[src/rtl/clk_div_sched_if.sv]
// Bundles the run request, ratio-change handshake and divider outputs of
// clk_div_sched. The requester side drives en/div_val/div_load, the divider
// side answers with div_ack/div_err and produces the divided waveform.
interface clk_div_sched_if #(
  parameter int CNT_W = 8
);
  logic             en;
  logic [CNT_W-1:0] div_val;
  logic             div_load;
  logic             div_ack;
  logic             div_err;
  logic             div_out;
  logic             tick;
  logic             busy;
  logic [CNT_W-1:0] cur_div;

  modport master (
    output en, div_val, div_load,
    input  div_ack, div_err, div_out, tick, busy, cur_div
  );

  modport slave (
    input  en, div_val, div_load,
    output div_ack, div_err, div_out, tick, busy, cur_div
  );
endinterface

[src/rtl/clk_div_sched.sv]
// Programmable divide-by-N clock-enable generator. A single counter walks
// 0..cur_div-1 while the divider is busy; div_out is high for the first
// floor(cur_div/2) counts and tick marks the last count of each period.
// Stopping drains to the end of the current period and ratio changes wait
// for a period boundary, so the only way to cut a period short is reset.
module clk_div_sched #(
  parameter int CNT_W       = 8,
  parameter int DEFAULT_DIV = 9
) (
  input  logic            clk,
  input  logic            rst,
  clk_div_sched_if.slave  bus
);

  typedef enum logic [1:0] {
    IDLE,
    RUN,
    DRAIN
  } state_t;

  localparam logic [CNT_W-1:0] DEF_DIV = CNT_W'(DEFAULT_DIV);
  localparam logic [CNT_W-1:0] ONE     = CNT_W'(1);
  localparam logic [CNT_W-1:0] TWO     = CNT_W'(2);

  state_t           state;
  state_t           state_n;
  logic [CNT_W-1:0] cnt;
  logic [CNT_W-1:0] cnt_n;
  logic [CNT_W-1:0] cur_div;
  logic [CNT_W-1:0] cur_div_n;
  logic [CNT_W-1:0] pend_div;
  logic             pending;
  logic             period_end;
  logic             apply;
  logic             div_out_q;
  logic             tick_q;
  logic             ack_q;
  logic             err_q;

  // Next-state decode: sequencing, counter advance and the point at which a
  // pending ratio may be swapped in (immediately when idle, else at the wrap).
  always_comb begin
    state_n    = state;
    cnt_n      = cnt;
    period_end = (cnt == (cur_div - ONE));
    case (state)
      IDLE: begin
        cnt_n = '0;
        if (bus.en) begin
          state_n = RUN;
        end
      end
      RUN: begin
        cnt_n = period_end ? '0 : (cnt + ONE);
        if (!bus.en) begin
          state_n = DRAIN;
        end
      end
      DRAIN: begin
        cnt_n = period_end ? '0 : (cnt + ONE);
        if (bus.en) begin
          state_n = RUN;
        end else if (period_end) begin
          state_n = IDLE;
          cnt_n   = '0;
        end
      end
      default: begin
        state_n = IDLE;
        cnt_n   = '0;
      end
    endcase
    apply     = pending && ((state == IDLE) || period_end);
    cur_div_n = apply ? pend_div : cur_div;
  end

  // State, counter, ratio handshake and registered outputs; the outputs are
  // decoded from the next-state values so they line up with the new cycle.
  always_ff @(posedge clk) begin
    if (!rst) begin
      state     <= IDLE;
      cnt       <= '0;
      cur_div   <= DEF_DIV;
      pend_div  <= DEF_DIV;
      pending   <= 1'b0;
      div_out_q <= 1'b0;
      tick_q    <= 1'b0;
      ack_q     <= 1'b0;
      err_q     <= 1'b0;
    end else begin
      state     <= state_n;
      cnt       <= cnt_n;
      cur_div   <= cur_div_n;
      div_out_q <= (state_n != IDLE) && (cnt_n < (cur_div_n >> 1));
      tick_q    <= (state_n != IDLE) && (cnt_n == (cur_div_n - ONE));
      ack_q     <= 1'b0;
      err_q     <= 1'b0;
      if (apply) begin
        pending <= 1'b0;
        ack_q   <= 1'b1;
      end else if (bus.div_load && !pending && !ack_q) begin
        if (bus.div_val < TWO) begin
          ack_q <= 1'b1;
          err_q <= 1'b1;
        end else begin
          pend_div <= bus.div_val;
          pending  <= 1'b1;
        end
      end
    end
  end

  assign bus.div_out = div_out_q;
  assign bus.tick    = tick_q;
  assign bus.div_ack = ack_q;
  assign bus.div_err = err_q;
  assign bus.busy    = (state != IDLE);
  assign bus.cur_div = cur_div;

endmodule

[src/flat_wrapper.sv]
// flat-port wrapper written by rule: the top's interface ports become plain ports
module clk_div_sched_flat 
#(
  parameter int CNT_W       = 8,
  parameter int DEFAULT_DIV = 9
)
  (clk, rst, bus_en, bus_div_val, bus_div_load, bus_div_ack, bus_div_err, bus_div_out, bus_tick, bus_busy, bus_cur_div);
  clk_div_sched_if #(.CNT_W(CNT_W)) bus_i ();
  input  logic clk;
  input  logic rst;
  input wire logic [$bits(bus_i.en)-1:0] bus_en;
  input wire logic [$bits(bus_i.div_val)-1:0] bus_div_val;
  input wire logic [$bits(bus_i.div_load)-1:0] bus_div_load;
  output wire logic [$bits(bus_i.div_ack)-1:0] bus_div_ack;
  output wire logic [$bits(bus_i.div_err)-1:0] bus_div_err;
  output wire logic [$bits(bus_i.div_out)-1:0] bus_div_out;
  output wire logic [$bits(bus_i.tick)-1:0] bus_tick;
  output wire logic [$bits(bus_i.busy)-1:0] bus_busy;
  output wire logic [$bits(bus_i.cur_div)-1:0] bus_cur_div;
  assign bus_i.en = bus_en;
  assign bus_i.div_val = bus_div_val;
  assign bus_i.div_load = bus_div_load;
  assign bus_div_ack = bus_i.div_ack;
  assign bus_div_err = bus_i.div_err;
  assign bus_div_out = bus_i.div_out;
  assign bus_tick = bus_i.tick;
  assign bus_busy = bus_i.busy;
  assign bus_cur_div = bus_i.cur_div;
  clk_div_sched #(.CNT_W(CNT_W), .DEFAULT_DIV(DEFAULT_DIV)) u_core (.clk(clk), .rst(rst), .bus(bus_i));
endmodule
[config.mk]
export PLATFORM = sky130hd
export DESIGN_NAME = clk_div_sched_flat
export DESIGN_NICKNAME = d
export VERILOG_FILES = /design/src/rtl/clk_div_sched_if.sv /design/src/rtl/clk_div_sched.sv /design/src/flat_wrapper.sv
export SDC_FILE = /design/constraint.sdc
export NUM_CORES = 1
export LEC_CHECK = 0
export BUFFER_PORTS_ARGS = -buffer_cell sky130_fd_sc_hd__buf_4
export CAP_MARGIN = 20
export CORE_ASPECT_RATIO = 1.1
export CORE_MARGIN = 3
export CORE_UTILIZATION = 53
export DETAILED_ROUTE_END_ITERATION = 7
export HOLD_SLACK_MARGIN = 0.02
export PLACE_DENSITY_LB_ADDON = 0.12
export SYNTH_ARGS = -nofsm -noshare
export SYNTH_HDL_FRONTEND = slang
export SYNTH_SLANG_ARGS = --single-unit
[constraint.sdc]
create_clock -name clk -period 3.9 [get_ports clk]
set_input_delay 0.39 -clock clk [delete_from_list [all_inputs] [get_ports clk]]
set_output_delay 0.39 -clock clk [all_outputs]
set_load 0.005 [all_outputs]
# Yosys cells after proc, flatten, opt, wreduce, memory -nomap -nowiden
# Cells that the tools add are included.
[totals] input_bits=12 out_inout_bits=13 ff_bits=31
[classes] eq_ne=4 n_lt_le_gt_ge=2 n_reduce_logical=14 n_addsub=3 n_mux=13 bitwise=3
[op_table] op="2-to-1 mux 8 bit" count=4
[op_table] op="equality test 8 bit" count=2
[op_table] op="case mux 8 bit (2 select lines)" count=1
[op_table] op="subtractor 8 x 1 -> 8 bit (second input constant)" count=2
[op_table] op="adder 8 x 1 -> 8 bit (second input constant)" count=1
[op_table] op="less-than comparator 8 x 2 -> 1 bit (second input constant)" count=1
[op_table] op="less-than comparator 8 x 7 -> 1 bit" count=1
[op_table] op="2-to-1 mux 2 bit" count=4
[op_table] op="case mux 2 bit (3 select lines)" count=1
[op_table] op="logical AND 1 bit" count=5
[op_table] op="nonzero test 2 bit" count=2
[op_table] op="2-to-1 mux 1 bit" count=3
[op_table] op="NOT 1 bit" count=3
[op_table] op="AND reduction 3 bit" count=1
[op_table] op="equality test 2 x 1 -> 1 bit (second input constant)" count=1
[op_table] op="equality test 2 bit (second input constant)" count=1
[op_table] op="logical NOT 1 bit" count=2
[op_table] op="logical NOT 2 bit" count=1
[op_table] op="AND reduction 2 bit" count=1
[op_table] op="OR reduction 2 bit" count=1
[op_table] op="logical OR 1 bit" count=1

# Longest topological paths before layout
[logic_depth] depth_word=8 ltp_mapped=15

# Worst setup path after synthesis
# OpenSTA, ideal clock, no wires.
[synth_timing] path_type="reg2reg" from="register u_core.cur_div[0] (netlist: u_core.bus.cur_div[0])" to="register u_core.tick_q (netlist: u_core.bus.tick)" setup_ps=103 required_time_ps=3797 arrival_ps=3675 path_buffers=0 stages_incl_launch_ff=14 slack_ps=122 cell_sequence="dfxtp_1 > inv_1 > ha_1 > xor2_1 > o211ai_4 > o41ai_4 > nand3_1 > and2_1 > ha_1 > or4_1 > a22o_1 > a211oi_1 > nand4b_1 > a2111oi_2"
[synth_via] elab_chain_len=8
[synth_lines] item="start: declaration" line="clk_div_sched.sv:29" text="logic [CNT_W-1:0] cur_div;"
[synth_lines] item="start signal: assignment" line="clk_div_sched.sv:93" text="cur_div <= cur_div_n;"
[synth_lines] item="subtractor 8 x 1 -> 8 bit" line="clk_div_sched.sv:45" text="period_end = (cnt == (cur_div - ONE));"
[synth_lines] item="equality test 8 bit" line="clk_div_sched.sv:45"
[synth_lines] item="logical OR 1 bit / 2-to-1 mux 8 bit (equally long branches)" line="clk_div_sched.sv:73, clk_div_sched.sv:54, clk_div_sched.sv:60"
[synth_lines] item="logical AND 1 bit / 2-to-1 mux 8 bit (equally long branches)" line="clk_div_sched.sv:73, clk_div_sched.sv:63"
[synth_lines] item="2-to-1 mux 8 bit, on equally long branches" line="clk_div_sched.sv:74, clk_div_sched.sv:61"
[synth_lines] item="subtractor 8 x 1 -> 8 bit / case mux 8 bit (2 select lines) (equally long branches)" line="clk_div_sched.sv:95, clk_div_sched.sv:46"
[synth_lines] item="equality test 8 bit" line="clk_div_sched.sv:95" text="tick_q <= (state_n != IDLE) && (cnt_n == (cur_div_n - ONE));"
[synth_lines] item="logical AND 1 bit *" line="clk_div_sched.sv:95"
[synth_lines] item="end signal: assignment" line="clk_div_sched.sv:95"
[synth_lines] item="end: declaration" line="clk_div_sched.sv:36" text="logic tick_q;"
# Mark *: on every way between the ends. The rest lies on a longest branch, timed or not.
# A chain may end at the register's enable or synchronous reset.

# Worst setup path in the final report
[layout_timing] from="register u_core.cur_div[2] (netlist: u_core.bus.cur_div[2])" to="register u_core.tick_q (netlist: u_core.bus.tick)"
# The elaborated chain is that of the path after synthesis.

==> results.toml <==
[floorplan]
dieHeight_um = 74.6
die_x_um = 68.3
io_pins = 25
dieArea_um2 = 5090
core_area_um2 = 4050
initial_core_util_pct = 55.9
fp-row-count = 24

[sta]
drv_slew = 0
clock_skew_ns = 0.00620
fmax_mhz = 268
finalCritPeriodShare_pct = 95.8
min_period_ns = 3.74
maxSlewHeadroom_pct = 37.2
fin_hold_ws_ns = 0.321
setup_viol = 0
hold_viol_final = 0
tightest_slew_ns = 0.933

[clocking]
cts_hold_buffers = 0
clk_path_buf_depth = 2
cts.sinks = 31
cts_buffers = 5
clock_latency_ns = 0.29
cts-root-buf = "clkbuf_8"
h-tree-depth = 2
cts_tree = "yes"
clk_pin_slew_ns = 0.06

[synth]
async_reset_ff_share_pct = 0
ys_types = 54
syn_inst = 268
synth_top_area_cell = "dfxtp_1"
synth-seq-area-share_pct = 27.4
synth_seq_cells = 31
synth_nets = 293
ys.flop_type = "dfxtp_1"
synth_top_area_share_pct = 27.4
synth.area.top_cells = "dfxtp_1, ha_1, nor2b_1, mux2i_1, xnor2_1"
ys_warn_count = 0
syn-cell-area_um2 = 2260
synth_edf_count = 0
syn-mean-instance-area_um2 = 8.45

[final_layout]
layout.nets = 333
insertedDiodeCount = 0
fin_cells = 360
drive_above_1_share_pct = 20.8
fillCellCount = 354
stdcell_area_um2 = 2730
syn_to_final_growth_pct = 20.4
fin_util_pct = 67.3

[hold_path]
hp-start = "bus_div_val[0]"
min_path_type = "input port to register"

[routing]
remaining_drc_errors = 0
avgViaCountPerCell = 5.94
drtAntennaViolNets = 0
dr.pass1.iters = 5
wirelength_um = 5760
vias = 2140
first_iter_violations = 97
wl_per_cell_um = 16.0

[global_route]
grt_max_degree = 28
antenna_found_initial = 0
grt.overflow.total = 0
grt_pass1_wl_um = 9230
grt_pass1_vias = 1958
track_usage_pct = 24.4

[placement]
placed_area_um2 = 2570
gp_congestion = 0.860
hpwl_um = 4420
io_buffers = 24
place_inst = 349

[setup_path]
cp.required_ns = 4.08
cp.arrival_ns = 3.92
r2r_start = "u_core.bus.cur_div[2]"
cp-end-kind = "register"
crit_start = "u_core.bus.cur_div[2]"
crit_path_max_fanout = 8
criticalPathCategory = "register to register"
startpoint_type = "register"

[power]
p_leak_uw = 0.00113
powerDensity_nw_per_um2 = 358
vdd_drop_max_mv = 0.214

[job]
maxCapViolations = 0

[status]
status = "completed"
## what timing repair did
action | in CTS | in global routing
gates resized for setup | 0 | 10
buffers inserted | 0 | 4
setup endpoints to repair | 0 | 1
## per-layer routing
| layer | GRT usage (%) | routed length (µm) | part of all wire [%] |
|---|---|---|---|
| met1 | 31.2 | 2600 | 45 |
| met4 | 13.0 | 183 | 3.2 |
| met3 | 4.98 | 255 | 4.4 |
| met5 | 0 | 0 | 0 |
| met2 | 38.4 | 2710 | 47 |
## critical path, cell delays in order, from the launching register on
cell	delay, ns
dfxtp_2	0.37
nand2b_1	0.17
o211a_1	0.20
o31a_1	0.34
o41a_1	0.50
o21ai_0	0.22
and2_1	0.18
ha_1	0.27
or4_1	0.53
a22o_1	0.20
a211oi_1	0.25
nand4b_1	0.14
a2111oi_2	0.27
## flip-flops by register name, summed over array words and instances (netlist names), 2 cells and up
name                count
u_core.cnt              8
u_core.pend_div         8
u_core.bus.cur_div      8
u_core.state            2
## Yosys cell counts, types with 8 or more instances
library cell / n
xor2_1: 9
nor2_1: 14
inv_1: 9
ha_1: 13
clkbuf_1: 8
and3_1: 8
and2_1: 11
mux2i_1: 8
nor3_1: 9
nand3_1: 13
a21oi_1: 11
nand2_1: 15
nor2b_1: 14
o21ai_0: 13
xnor2_1: 9
dfxtp_1: 31
## where the power goes
part / switching (µW) / internal (µW) / leakage (µW)
Sequential: 23.5 / 337 / 0.000253
Combinational: 187 / 168 / 0.000826
Clock: 121 / 138 / 0.0000470
## cell usage in the layout (no fill, tap or decap), types with 6 or more instances in the layout
cell and n:
buf_4 42, dfxtp_1 28, nand2_1 15, nor2_1 14, nor2b_1 14, ha_1 13, nand3_1 12, o21ai_0 12
a21oi_1 11, and2_1 11, inv_1 9, xor2_1 9, xnor2_1 8, mux2i_1 8, nor3_1 7, and3_1 7
a21boi_0 6, clkbuf_8 6
## stage by stage
stage | TNS (ns) | total power [µW] | setup slack, ns
after floorplan | 0 | 590 | 0.122
after global placement | 0 | 692 | 0.229
after detailed placement | 0 | 696 | 0.123
after CTS | 0 | 955 | 0.0982
after global routing | -0.0155 | 1030 | -0.0155
final | 0 | 976 | 0.162
## final cells by class
| type | instances | area, µm² | share of cell area (%) |
|---|---|---|---|
| Clock inverter | 1 | 5.00 | 0.183 |
| Inverter | 9 | 33.8 | 1.24 |
| Clock buffer | 6 | 82.6 | 3.03 |
| Timing Repair Buffer | 42 | 315 | 11.6 |
| Tap cell | 52 | 65.1 | 2.39 |
| Sequential cell | 31 | 624 | 22.9 |
| Multi-Input combinational cell | 219 | 1600 | 58.7 |
## worst paths after layout
check / end / slack, ns / cells past startpoint
max: u_core.bus.tick / 0.16 / 12
min reg2reg: u_core.pend_div[7] / 0.49 / 2
min: u_core.pend_div[0] / 0.32 / 3
max reg2reg: u_core.bus.tick / 0.16 / 12
## cells by family after synthesis
| logic type | Yosys count | share of synthesized area [%] |
|---|---|---|
| and+or+nand+nor | 112 | 27.9 |
| AOI/OAI and AO/OA | 66 | 22.1 |
| DFF | 31 | 27.4 |
| xor gates and xnor gates | 19 | 7.96 |
| buffers and inverters | 18 | 3.31 |
| adders and majority gates | 13 | 7.18 |
| muxes | 9 | 4.14 |
No activity file was read; power rests on OpenSTA's default activity.
